`src/rtl/reorder_buffer.sv`:
```
//==============================================================================
// Module      : reorder_buffer
// Description : Circular in-order reorder buffer. It allocates entries at the
//               tail, captures CDB results, and retires completed entries from
//               the head. Defining ROB_SQUASH_EN adds a flush input, squash.
// Revision    : 1.0  initial release
//==============================================================================
`default_nettype none

module reorder_buffer #(
    parameter int ROB_DEPTH = 8,
    parameter int REG_LEN   = 5,
    parameter int XLEN      = 32,
    parameter int TAG_W     = $clog2(ROB_DEPTH)
) (
    input  logic               clock,
    input  logic               reset,
`ifdef ROB_SQUASH_EN
    input  logic               squash,
`endif
    input  logic               dispatch_valid,
    input  logic [REG_LEN-1:0] dispatch_dest,
    output logic               dispatch_ready,
    output logic [TAG_W-1:0]   dispatch_tag,
    input  logic               cdb_valid,
    input  logic [TAG_W-1:0]   cdb_tag,
    input  logic [XLEN-1:0]    cdb_value,
    input  logic [TAG_W-1:0]   rs1_tag,
    input  logic [TAG_W-1:0]   rs2_tag,
    output logic [XLEN-1:0]    rs1_value,
    output logic [XLEN-1:0]    rs2_value,
    output logic               rs1_done,
    output logic               rs2_done,
    output logic               retire,
    output logic [TAG_W-1:0]   head_idx,
    output logic [REG_LEN-1:0] retire_dest,
    output logic [XLEN-1:0]    retire_value,
    output logic               full,
    output logic               empty
);

    localparam logic [TAG_W:0] DEPTH_CNT = (TAG_W+1)'(ROB_DEPTH);

    logic [ROB_DEPTH-1:0] busy_q, busy_d;
    logic [ROB_DEPTH-1:0] complete_q, complete_d;
    logic [REG_LEN-1:0]   dest_q  [ROB_DEPTH];
    logic [REG_LEN-1:0]   dest_d  [ROB_DEPTH];
    logic [XLEN-1:0]      value_q [ROB_DEPTH];
    logic [XLEN-1:0]      value_d [ROB_DEPTH];
    logic [TAG_W-1:0]     head_q, head_d;
    logic [TAG_W-1:0]     tail_q, tail_d;
    logic [TAG_W:0]       count_q, count_d;
    logic                 alloc;

    assign full           = (count_q == DEPTH_CNT);
    assign empty          = (count_q == '0);
    assign dispatch_ready = ~full;
    assign dispatch_tag   = tail_q;
    assign head_idx       = head_q;
    assign retire         = busy_q[head_q] & complete_q[head_q];
    assign retire_dest    = dest_q[head_q];
    assign retire_value   = value_q[head_q];
    assign rs1_done       = busy_q[rs1_tag] & complete_q[rs1_tag];
    assign rs2_done       = busy_q[rs2_tag] & complete_q[rs2_tag];
    assign rs1_value      = value_q[rs1_tag];
    assign rs2_value      = value_q[rs2_tag];

    // A full ROB blocks dispatch even when the head retires this cycle.
    assign alloc = dispatch_valid & ~full;

    always_comb begin
        busy_d     = busy_q;
        complete_d = complete_q;
        dest_d     = dest_q;
        value_d    = value_q;
        head_d     = head_q;
        tail_d     = tail_q;
        count_d    = count_q;

        if (cdb_valid && busy_q[cdb_tag]) begin
            complete_d[cdb_tag] = 1'b1;
            value_d[cdb_tag]    = cdb_value;
        end

        if (retire) begin
            busy_d[head_q]     = 1'b0;
            complete_d[head_q] = 1'b0;
            head_d             = head_q + TAG_W'(1);
        end

        // Applied last so a fresh allocation always starts incomplete.
        if (alloc) begin
            busy_d[tail_q]     = 1'b1;
            complete_d[tail_q] = 1'b0;
            dest_d[tail_q]     = dispatch_dest;
            tail_d             = tail_q + TAG_W'(1);
        end

        case ({alloc, retire})
            2'b10:   count_d = count_q + (TAG_W+1)'(1);
            2'b01:   count_d = count_q - (TAG_W+1)'(1);
            default: count_d = count_q;
        endcase

`ifdef ROB_SQUASH_EN
        if (squash) begin
            busy_d     = '0;
            complete_d = '0;
            head_d     = '0;
            tail_d     = '0;
            count_d    = '0;
        end
`endif
    end

    always_ff @(posedge clock or posedge reset) begin
        if (reset) begin
            busy_q     <= '0;
            complete_q <= '0;
            head_q     <= '0;
            tail_q     <= '0;
            count_q    <= '0;
            for (int i = 0; i < ROB_DEPTH; i++) begin
                dest_q[i]  <= '0;
                value_q[i] <= '0;
            end
        end else begin
            busy_q     <= busy_d;
            complete_q <= complete_d;
            head_q     <= head_d;
            tail_q     <= tail_d;
            count_q    <= count_d;
            for (int i = 0; i < ROB_DEPTH; i++) begin
                dest_q[i]  <= dest_d[i];
                value_q[i] <= value_d[i];
            end
        end
    end

endmodule

`default_nettype wire

```
`config.mk`:
```
export PLATFORM = sky130hd
export DESIGN_NAME = reorder_buffer
export DESIGN_NICKNAME = d
export VERILOG_FILES = /design/src/rtl/reorder_buffer.sv
export SDC_FILE = /design/constraint.sdc
export NUM_CORES = 1
export LEC_CHECK = 0
export ABC_AREA = 1
export BUFFER_PORTS_ARGS = -buffer_cell sky130_fd_sc_hd__buf_2
export CAP_MARGIN = 20
export CORE_ASPECT_RATIO = 1.2
export CORE_MARGIN = 2
export CORE_UTILIZATION = 37
export DETAILED_ROUTE_END_ITERATION = 16
export MAX_ROUTING_LAYER = met4
export PLACE_DENSITY = 0.64
export SLEW_MARGIN = 20
export SYNTH_ARGS = -nofsm -noshare
export SYNTH_HDL_FRONTEND = slang
export SYNTH_SLANG_ARGS = --single-unit
```
`constraint.sdc`:
```
create_clock -name clock -period 15.3 [get_ports clock]
set_input_delay 3.06 -clock clock [delete_from_list [all_inputs] [get_ports clock]]
set_output_delay 3.06 -clock clock [all_outputs]
set_load 0.05 [all_outputs]
```
* Yosys cells after proc, flatten, opt, wreduce, memory -nomap -nowiden
Cells that the tools add are included.
** Word-level totals
- Flip-flop bits (word level) :: 322
- Bits of input ports :: 50
- Output and inout port bits :: 113
- Logic and storage cells :: 112
** Operators by class
- Add/subtract/negate cells :: 4
- Magnitude comparators :: 15
- Equal/unequal tests :: 3
- Multiplexer cells :: 44
- Bitwise logic cells :: 17
- Reduce and logical (&&, ||, !) cells :: 8
** Operators with widths (number)
- $bmux W32 S3 :: 3
- $bwmux W256 :: 1
- $mux W32 :: 7
- $demux W32 S3 :: 1
- $bwmux W40 :: 1
- $mux W8 :: 5
- $and A8 B8 Y8 :: 3
- $bmux W1 S3 :: 7
- $ge A4 B4 Y1 const B :: 5
- $lt A3 B4 Y1 const B :: 5
- $not A3 Y4 :: 5
- $not A8 Y8 :: 2
- $or A8 B8 Y8 :: 2
- $bmux W5 S3 :: 1
- $demux W5 S3 :: 1
- $mux W5 :: 3
- $mux W1 :: 10
- $demux W1 S3 :: 3
- $ge A3 B1 Y1 const B :: 3
- $lt A4 B1 Y1 const B :: 2
- $pmux W4 S2 :: 1
- $add A3 B1 Y3 const B :: 2
- $logic_and A1 B1 Y1 :: 6
- $add A4 B1 Y4 const B :: 1
- 8 further kinds :: 11

* Longest topological paths before layout
- Depth in word-level cells :: 10
- Mapped depth :: 15

* Worst setup path after synthesis
No wires, ideal clock.
- Kind :: in2out
- Start point :: in rs1_tag[1]
- End point :: out rs1_value[11]
- Arrival time :: 4786 ps
- Setup slack :: 7454 ps
- Stages :: 5
- Buffers on the path :: 3
- Cells stage by stage :: clkbuf_1 -> clkbuf_1 -> clkbuf_1 -> o211ai_1 -> a31oi_1
** Between the ends
- Longest elaborated chain between the ends :: 4
** RTL lines
- start, declared :: RTL line 28 : input logic [TAG_W-1:0] rs1_tag,
- $not A3 Y4 (implied by the code) :: RTL line 65 : assign rs1_value = value_q[rs1_tag];
- $bmux W32 S3 :: RTL line 65
- $mux W32 (implied by the code) (2 in a row) :: RTL line 65
- end, declared :: RTL line 30 : output logic [XLEN-1:0] rs1_value,
Every way passes these cells. The select of a mux whose other input is x is not followed.

* Worst setup path in the final report
- Start point :: in rs1_tag[0]
- End point :: out rs1_value[1]
Same word-level chain as after synthesis.

==> results.txt <==
----------------------------------------------------
[CTS]
  CTS root buf ... sky130_fd_sc_hd__clkbuf_16
  Clk sink count ... 322
  CTS Hold Bufs ... 0
  Clock latency of the later-clocked register in the worst-skew pair ... 0.56 ns
  Clock transition at path regs ... around 0.06 ns
  Post-CTS Setup Inserts ... 0
  CTS tree ... built
  Clk buf depth ... 3
  TritonCTS Buffers ... 37
  Post-cts sizing count ... 0
  H-Tree Depth ... 2

[Global routing]
  Number of global-route vias before repair ... between 15000 and 20000
  All-layer global routing usage ... 0.244
  Antenna violations before repair ... 0
  Congestion Overflow GR ... 0
  Maximum number of pins on one net before global-route repair ... 141
  First-pass GRT wire length ... 99700 um

[Yosys]
  Library cell with the highest instance count after synthesis ... sky130_fd_sc_hd__nand2_1
  Count of warnings emitted by yosys ... 0
  EDFF count, synth ... 0
  Main flop type after synthesis ... sky130_fd_sc_hd__dfrtp_1
  Cell type with the highest aggregate area in the netlist ... sky130_fd_sc_hd__dfrtp_1
  Summed instance area of the synthesized netlist ... 19000 sq um
  Commonest cells in the netlist ... 588 x sky130_fd_sc_hd__nand2_1, 579 x sky130_fd_sc_hd__o21ai_0, 322 x sky130_fd_sc_hd__dfrtp_1
  Async set-or-reset flop fraction in the synthesized netlist ... 1.00
  Sequential cell area fraction in the yosys report ... 0.423
  Number of distinct standard cells referenced by the synthesized netlist ... 37
  Share of the synthesized area in the top cell type ... 0.423
  Post-Syn Area per Cell ... 7.45 sq um
  Number of instances in the synthesized netlist ... 2558
  Biggest area contributors in the synthesized netlist ... sky130_fd_sc_hd__dfrtp_1 42%, sky130_fd_sc_hd__o21ai_0 15%, sky130_fd_sc_hd__nand2_1 12%, sky130_fd_sc_hd__o211ai_1 6.3%, sky130_fd_sc_hd__a21oi_1 3.6%
  Register bit count reported by yosys ... between 300 and 400
  Synthesized netlist net count ... 2613

[Worst hold path]
  Hold path startpoint ... value_q[74]
  Hold worst-path end ... value_q[74]
  Class of the worst hold path ... register to register
  WHS Path Cells ... 2

[Place]
  Placed wire-length estimate ... between 30000 and 40000 um
  Count of port buffers added during placement ... 162
  Weighted congestion reported at the end of routability-driven placement ... a little under 0.9

[Power]
  Leakage power ... 9.65 nW
  VDD IR-drop max ... 0.275 mV
  Power per unit of standard cell area ... 215 nW/um^2

[Setup path]
  Required @ worst endpoint ... 12.24 ns
  Critical path fanouts, max ... 73
  Worst reg2reg startpoint ... head_idx[1]
  Capture point of the worst reg-to-reg path ... count_q[2]
  Critical setup path kind ... primary input to output port
  Sort of element at the end of the critical path ... output port
  Register-to-Register Setup Slack ... 12.14 ns
  Arrival time of the worst setup path ... 5.75 ns
  Startpoint types ... primary input
  Count of cells along the worst register-to-register path ... 16

[Detailed routing]
  Via count ... 18785
  Number of remaining DRC errors ... 0
  Iteration-0 DRC count of the detailed router ... 1966
  Drt total wl ... approximately 64000 um
  Length of the first detailed-routing pass in iterations ... 6
  Avg Vias per Cell ... a little under 6
  Remaining number of nets flagged by the antenna check after routing ... 0
  Detail-routed net length per standard cell ... between 15 and 20 um

[Die]
  Core area ... between 50000 and 60000 sq um
  Number of primary I/O pins ... 163
  Initial cell density of the core ... 0.373
  Area of the die ... about 53000 sq um
  Die X-Extent ... 211 um
  Die Y ... between 200 and 300 um
  Floorplan row count ... 91

[Cells and area]
  Layout cells sized above 1 ... 0.125
  Final layout net count ... 2629
  Area taken by flip-flops and latches ... 8060 sq um
  Filler cells ... 5134
  Footprint of the multi-input gates ... 9440 sq um
  Area growth from synthesis to layout ... 11.4%

[STA]
  Slew HR ... 0.284
  Final worst path period need ... 8.81 ns
  Final count of negative-setup-slack endpoints ... 0
  Number of hold violations in the final report ... 0
  Period Utilization, post-route ... 0.576
  Worst Hold Slack ... about 0.48 ns
  RSZ-0062 raised after global routing ... false
  Post-Route Skew ... 0.0181 ns
  Highest clock frequency the design can meet ... 0.113 GHz
  Pins Over Slew Limit ... 0
  Final-layout setup total negative slack ... 0 ns
  Slew at the pin closest to its max-slew limit ... 1.07 ns

[Run]
  MaxCap Viol Count ... 0

[Status]
  Outcome ... completed

----------------------------------------------------
layout by cell type (no fill, tap or decap), types with 2 or more instances in the layout:
master / synthesis / layout
sky130_fd_sc_hd__clkinvlp_4: 0 / 2
sky130_fd_sc_hd__buf_2: 36 / 158
sky130_fd_sc_hd__inv_1: 171 / 170
sky130_fd_sc_hd__nand3b_1: 5 / 5
sky130_fd_sc_hd__clkinv_2: 0 / 12
sky130_fd_sc_hd__inv_6: 0 / 2
sky130_fd_sc_hd__ha_1: 5 / 5
sky130_fd_sc_hd__nor2_4: 5 / 8
sky130_fd_sc_hd__xor2_1: 5 / 5
sky130_fd_sc_hd__inv_2: 4 / 4
sky130_fd_sc_hd__o21ai_0: 579 / 579
sky130_fd_sc_hd__o21ai_2: 32 / 32
sky130_fd_sc_hd__nand2_1: 588 / 588
sky130_fd_sc_hd__dfrtp_1: 322 / 321
sky130_fd_sc_hd__bufinv_16: 0 / 2
sky130_fd_sc_hd__o21a_1: 10 / 10
sky130_fd_sc_hd__buf_4: 1 / 23
sky130_fd_sc_hd__clkbuf_16: 0 / 37
sky130_fd_sc_hd__clkbuf_8: 0 / 7
sky130_fd_sc_hd__nor3_1: 2 / 2
sky130_fd_sc_hd__buf_6: 8 / 2
sky130_fd_sc_hd__o221ai_1: 2 / 2
sky130_fd_sc_hd__a31oi_1: 64 / 64
sky130_fd_sc_hd__clkbuf_1: 150 / 5
sky130_fd_sc_hd__nand2_2: 23 / 23
sky130_fd_sc_hd__a21oi_1: 136 / 136
sky130_fd_sc_hd__o21ai_1: 7 / 7
sky130_fd_sc_hd__o2111ai_1: 37 / 37
sky130_fd_sc_hd__nand3_4: 5 / 5
sky130_fd_sc_hd__clkinv_1: 2 / 2
sky130_fd_sc_hd__nand3b_4: 3 / 3
sky130_fd_sc_hd__xnor2_1: 2 / 2
sky130_fd_sc_hd__nand4_1: 12 / 12
sky130_fd_sc_hd__nand3_1: 30 / 30
sky130_fd_sc_hd__o211ai_1: 161 / 161
sky130_fd_sc_hd__nor2_1: 134 / 131
power breakdown:
group | switching [W] | internal, W | leakage [nW]
Clock | 0.000372 | 0.000514 | 0.597
Combinational | 0.00156 | 0.000595 | 5.02
Sequential | 0.000315 | 0.00120 | 4.03
worst max-delay path by stage:
stage / from / cells after the start / to
floorplan: reset / 1 / busy_q[0]
global placement: rs1_tag[0] / 8 / rs1_value[1]
detailed placement: rs1_tag[0] / 8 / rs1_value[1]
CTS: rs1_tag[0] / 8 / rs1_value[1]
global route: rs1_tag[0] / 8 / rs1_value[1]
finish: rs1_tag[0] / 7 / rs1_value[1]
critical path, stage by stage:
cell                      delay [ns]
sky130_fd_sc_hd__buf_4          0.61
sky130_fd_sc_hd__inv_2          0.44
sky130_fd_sc_hd__buf_4          0.48
sky130_fd_sc_hd__o21ai_0        0.27
sky130_fd_sc_hd__a21oi_1        0.11
sky130_fd_sc_hd__a31oi_1        0.37
sky130_fd_sc_hd__buf_2          0.35
state kept, by name (all words and copies together) (netlist names):
name and flops:
head_idx 3, count_q 4, value_q 256, busy_q 8, dispatch_tag 3, dest_q 40, complete_q 8
per-stage QoR:
| stage | utilization | area [sq um] | worst slack, ns | power, W | std cells |
|---|---|---|---|---|---|
| floorplan | - | 19000 | 3.33 | 0.00307 | 2558 |
| global placement | 0.391 | 20000 | 6.59 | 0.00359 | 3185 |
| CTS | 0.414 | 21200 | 6.60 | 0.00454 | 3252 |
| detailed placement | 0.391 | 20000 | 6.61 | 0.00365 | 3185 |
| global route | 0.415 | 21200 | 6.36 | 0.00486 | 3253 |
| finish | 0.415 | 21200 | 6.49 | 0.00456 | 3254 |
cell type report:
| cell class | instances | share of cell area |
|---|---|---|
| multi-input cells | 1851 | 0.445 |
| flip-flops and latches | 322 | 0.380 |
| clock buffers | 49 | 0.0491 |
| repair buffers | 185 | 0.0487 |
| well taps | 651 | 0.0384 |
| inverters | 177 | 0.0317 |
| clock inverters | 18 | 0.00720 |
| diodes | 1 | 0.000118 |
routing by layer:
metal  global-route usage  up-vias  part of all wire
met5                    -        -                 0
met4               0.0988        0             0.033
met3               0.0461      178             0.084
met2                0.380      889              0.46
met1                0.311     8884              0.42
li1                     -     8834                 -
cells by family (layout without fill, tap and decap cells):
group                      Yosys count  after routing  synth area share
AOI/OAI and AO/OA                 1029           1029             0.311
and+or+nand+nor                    810            810             0.177
buffers and inverters              385            429            0.0826
DFF                                322            322             0.423
xor gates and xnor gates             7              7           0.00322
adders and majority gates            5              5           0.00328
other                                0              1                 0
Note: power is estimated with default switching activity, not from simulation.
